==> src/rtl/rgb_frame_fetch.sv <==
// rgb_frame_fetch: reads the packed RGB frame from SRAM and streams 24-bit pixels with raster coordinates
module rgb_frame_fetch #(
    parameter logic [17:0] RGB_BASE    = 18'd146944,
    parameter int          FRAME_WORDS = 115200,
    parameter int          FIFO_DEPTH  = 8
) (
    input  logic        CLOCK_50_I,
    input  logic        Reset,
    input  logic        start,
    input  logic [15:0] SRAM_read_data,
    output logic [17:0] address,
    output logic        write_en_n,
    output logic [7:0]  pixel_R,
    output logic [7:0]  pixel_G,
    output logic [7:0]  pixel_B,
    output logic [8:0]  pixel_x,
    output logic [7:0]  pixel_y,
    output logic        pixel_valid,
    input  logic        pixel_ready,
    output logic        busy,
    output logic        frame_done
);
    localparam int          AW     = $clog2(FIFO_DEPTH);
    localparam logic [16:0] FW     = 17'(FRAME_WORDS);
    localparam logic [7:0]  LAST_Y = 8'(FRAME_WORDS * 2 / 3 / 320 - 1);
    localparam logic [AW:0] DEPTH  = (AW + 1)'(FIFO_DEPTH);

    typedef enum logic [1:0] {IDLE, FETCH, DRAIN, DONE} state_t;

    state_t        state, state_n;
    logic [16:0]   issue_cnt;
    logic [2:0]    tag;
    logic [15:0]   fifo_mem [FIFO_DEPTH];
    logic [AW-1:0] rd_ptr, wr_ptr;
    logic [AW:0]   fifo_count, in_flight, pop;
    logic          go, issue, push, load, last, phase;
    logic [15:0]   head, nxt;
    logic [8:0]    nx;
    logic [7:0]    ny;

    assign write_en_n = 1'b1;
    assign busy       = state == FETCH || state == DRAIN;
    assign frame_done = state == DONE;

    // next state, read credit check and pixel load decision
    always_comb begin
        go        = state == IDLE && start;
        in_flight = (AW + 1)'(tag[0]) + (AW + 1)'(tag[1]) + (AW + 1)'(tag[2]);
        issue     = state == FETCH && issue_cnt < FW && fifo_count + in_flight < DEPTH;
        push      = tag[2];
        head      = fifo_mem[rd_ptr];
        nxt       = fifo_mem[rd_ptr + 1'b1];
        load      = busy && (!pixel_valid || pixel_ready) && fifo_count >= (AW + 1)'(2);
        pop       = load ? (phase ? (AW + 1)'(2) : (AW + 1)'(1)) : '0;
        last      = pixel_valid && pixel_ready && pixel_x == 9'd319 && pixel_y == LAST_Y;
        state_n   = state == IDLE ? (start ? FETCH : IDLE) :
                    state == DONE ? IDLE :
                    last ? DONE :
                    (state == FETCH && issue_cnt == FW) ? DRAIN : state;
    end

    // state register
    always_ff @(posedge CLOCK_50_I or posedge Reset) begin
        if (Reset) state <= IDLE;
        else       state <= state_n;
    end

    // address counter and three-stage in-flight tag pipe matching SRAM latency
    always_ff @(posedge CLOCK_50_I or posedge Reset) begin
        if (Reset) begin
            address   <= '0;
            issue_cnt <= '0;
            tag       <= '0;
        end else begin
            tag <= {tag[1:0], go | issue};
            if (go) begin
                address   <= RGB_BASE;
                issue_cnt <= 17'd1;
            end else if (issue) begin
                address   <= address + 18'd1;
                issue_cnt <= issue_cnt + 17'd1;
            end
        end
    end

    // word FIFO storage; stale entries are harmless since tags are cleared on reset
    always_ff @(posedge CLOCK_50_I) begin
        if (push) fifo_mem[wr_ptr] <= SRAM_read_data;
    end

    // FIFO pointers and occupancy; even loads pop one word so w1 stays at the head
    always_ff @(posedge CLOCK_50_I or posedge Reset) begin
        if (Reset) begin
            wr_ptr     <= '0;
            rd_ptr     <= '0;
            fifo_count <= '0;
        end else begin
            wr_ptr     <= wr_ptr + AW'(push);
            rd_ptr     <= rd_ptr + pop[AW-1:0];
            fifo_count <= fifo_count + (AW + 1)'(push) - pop;
        end
    end

    // output pixel register, unpack phase and raster coordinates
    always_ff @(posedge CLOCK_50_I or posedge Reset) begin
        if (Reset) begin
            {pixel_R, pixel_G, pixel_B} <= '0;
            pixel_x     <= '0;
            pixel_y     <= '0;
            pixel_valid <= 1'b0;
            phase       <= 1'b0;
            nx          <= '0;
            ny          <= '0;
        end else begin
            pixel_valid <= load | (pixel_valid & ~pixel_ready);
            if (go) begin
                phase   <= 1'b0;
                nx      <= '0;
                ny      <= '0;
                pixel_x <= '0;
                pixel_y <= '0;
            end else if (load) begin
                {pixel_R, pixel_G, pixel_B} <= phase ? {head[7:0], nxt} : {head, nxt[15:8]};
                pixel_x <= nx;
                pixel_y <= ny;
                nx      <= nx == 9'd319 ? 9'd0 : nx + 9'd1;
                ny      <= nx == 9'd319 ? ny + 8'd1 : ny;
                phase   <= ~phase;
            end
        end
    end
endmodule

==> config.mk <==
export PLATFORM = sky130hd
export DESIGN_NAME = rgb_frame_fetch
export DESIGN_NICKNAME = d
export VERILOG_FILES = /design/src/rtl/rgb_frame_fetch.sv
export SDC_FILE = /design/constraint.sdc
export NUM_CORES = 1
export LEC_CHECK = 0
export CAP_MARGIN = 25
export CORE_MARGIN = 2
export CORE_UTILIZATION = 45
export DETAILED_ROUTE_END_ITERATION = 8
export GPL_TIMING_DRIVEN = 1
export MAX_ROUTING_LAYER = met4
export PLACE_DENSITY = 0.71
export SYNTH_ARGS = -nofsm -noshare
export SYNTH_HDL_FRONTEND = slang
export SYNTH_SLANG_ARGS = --single-unit
==> constraint.sdc <==
create_clock -name CLOCK_50_I -period 4.3 [get_ports CLOCK_50_I]
set_input_delay 0.86 -clock CLOCK_50_I [delete_from_list [all_inputs] [get_ports CLOCK_50_I]]
set_output_delay 0.86 -clock CLOCK_50_I [all_outputs]
set_load 0.01 [all_outputs]
==> flow_summary.toml <==
[run_status]
outcome = "finished clean"

[timing]
rsz0062_at_grt = "false"
slew_viol_final = 0
skew_ns = 0.0209
worst_slew_pin_slew_ns = 1.02
fmax_mhz = 324
setup_slack_ns = 1.22
period_share_pct = 71.7
fin_crit_ns = 3.08
setup_viol = 0
slew_headroom_pct = 31.5
tns_ns = 0
hold_violations = 0

[placement]
pre_cts_slack_ns = 1.03
hpwl_um = 15700
io_buffers = 81
globalplace.congestion = 0.792

[layout]
drive_above_1_share_pct = 17.7
nNetsFinal = 978
area_growth_pct = 18.9
fill_cells = 2100

[global_route]
track_usage_pct = 19.6
grt_overflow = 0
antenna_found_initial = 1
grt_pass1_vias = 7371
grt_first_pass_wirelength_um = 39100
grt_start_max_net_pins = 69

[routing]
firstDrtPassIters = 5
via_per_inst = 5.71
wl_per_cell_um = 19.2
maxUsedRoutingLayer = "met4"
wl_met3_um = 1520
vias = 7345
wl_met2_um = 12200
drtIter0Drc = 555
routed_wl_um = 24700
final_antenna_net_count = 0
drc = 0
wl_met1_um = 10600

[floorplanning]
io_pins = 83
rows = 58
die_h_um = 163
core_um2 = 25000
die-area_um2 = 26400
die_w_um = 163
initial_core_util_pct = 45.3

[worst_setup_path]
end_kind = "register"
crit_path_max_fanout = 9
criticalPathCategory = "register to register"
arrival_ns = 3.47
start_kind = "register"
crit_required_ns = 4.69

[power_and_ir_drop]
irDropWorstVdd_mv = 0.474
total_leakage_power_nw = 5.05
powerDensity_nw_per_um2 = 707

[job]
drv_cap = 0

[clock_network]
cts_hold_buf = 0
cts_buffer_depth = 3
cts_root_buf = "clkbuf_16"
cts.sinks = 238
cts.htree.levels = 1
cts_tree = "done"
clk_pin_slew_ns = 0.06
postCtsSetupBuffers = 0
cts_resized = 0
cts_buffers = 25
clk_latency_ns = 0.53

[logic_synthesis]
netlist_area_um2 = 11300
synth_top_area_share_pct = 34.0
ys_types = 58
ys_ff_latch = 238
synth_cells = 853
yosysWarnings = 0
ys_top_cells_by_count = "128 x edfxtp_1, 114 x nand2_1, 110 x dfrtp_1"
synth.area.top_cells = "edfxtp_1 34%, dfrtp_1 24%, mux4_2 13%, nand2_1 3.8%, a21oi_1 2.3%"
ys_seq_area_share_pct = 58.3
ys.flop_type = "edfxtp_1"
synth_area_leader_cell = "edfxtp_1"
synth_edf_count = 128
synth.avg_cell_area_um2 = 13.3
synth_nets = 895
async_flop_share_pct = 46.2
yosysMostFrequentCell = "edfxtp_1"

[worst_hold_path]
holdCritPathClass = "register to register"
-- cells by family after synthesis --
family	Yosys count	synth area share [%]
multiplexers	101	16.2
AO/OA/AOI/OAI	127	6.49
other	1	0.0332
adder cells (fa/ha/maj)	22	2.63
buffers and inverters	69	2.58
AND/OR/NAND/NOR	271	11.9
flip-flops	238	58.3
XOR/XNOR	24	1.86
-- routing by layer --
layer,global-route usage [%],vias to the layer above
met3,2.98,32
met4,4.14,0
met5,-,-
met2,32.5,210
met1,26.0,3724
li1,-,3379
-- registers in the layout (all words and copies together), names as in the netlist --
signal,cells
address,18
fifo_count,4
fifo_mem,128
issue_cnt,17
nx,9
ny,8
phase,1
pixel_B,8
pixel_G,8
pixel_R,8
pixel_valid,1
pixel_x,9
pixel_y,8
rd_ptr,3
state,2
tag,3
wr_ptr,3
-- report_power, final --
part	total [mW]	leakage, nW	switching, mW	internal (mW)
Sequential	3.13	2.57	0.287	2.84
Combinational	4.11	2.05	2.19	1.91
Clock	2.27	0.428	0.877	1.40
-- cell usage in the layout (no fill, tap or decap), types with 4 or more instances in the layout --
cell and count:
o21ai_0 48, a31o_2 5, nor4_1 10, clkdlybuf4s50_1 81, a21oi_1 51, xor2_1 7
nand3_1 22, clkbuf_8 5, buf_6 4, dfrtp_1 109, inv_1 16, nand2b_1 12
ha_1 18, clkbuf_1 4, nor2_1 55, buf_4 20, or4_1 5, mux2_2 17
nor3_1 5, xnor2_1 16, mux4_2 64, and3_1 10, bufinv_16 4, nand4_1 8
clkbuf_16 25, and4_1 7, nand2_1 114, a31oi_1 5, edfxtp_1 128, mux2i_1 20
-- stage by stage --
| stage | total power [mW] | hold WS, ns | cells | area [um2] | utilization (%) |
|---|---|---|---|---|---|
| 6_report | 9.51 | 0.407 | 1286 | 13500 | 53.9 |
| 5_1_grt | 10.1 | 0.430 | 1286 | 13500 | 53.9 |
| 4_1_cts | 9.57 | 0.415 | 1281 | 13400 | 53.7 |
| 3_5_place_dp | 7.25 | 0.397 | 1235 | 12500 | 50.2 |
| 3_3_place_gp | 7.16 | 0.390 | 1233 | 12500 | 50.1 |
| 2_1_floorplan | 6.02 | 0.386 | 853 | 11300 | - |
-- final timing paths --
kind | slack, ns | depth (start not counted) | end | from
min in group asynchronous | 0.90 | 2 | state[0] | Reset
max in group asynchronous | 2.69 | 3 | nx[7] | Reset
worst max-delay path | 1.22 | 7 | address[10] | tag[0]
worst min register to register | 0.41 | 0 | tag[2] | tag[1]
worst max register to register | 1.22 | 7 | address[10] | tag[0]
worst min-delay path | 0.41 | 0 | tag[2] | tag[1]
-- worst max-delay path, cell delays in order, from the launching register on --
cell	delay, ns
dfrtp_1	0.40
fa_1	0.43
ha_1	0.28
a31o_1	0.25
and3_1	0.31
nor4_1	0.79
a21oi_1	0.13
or3b_1	0.37
-- area by class of cell --
class	instances	area (um2)	share of cell area, %
antenna	1	2.50	0.0186
clock buffer	34	709	5.27
clock inverter	12	170	1.26
inverter	18	70.1	0.521
multi-input combinational	546	4440	33.0
sequential	238	6600	49.0
tap	330	413	3.07
timing repair buffer	107	1050	7.78
Note: power is estimated with default switching activity, not from simulation.
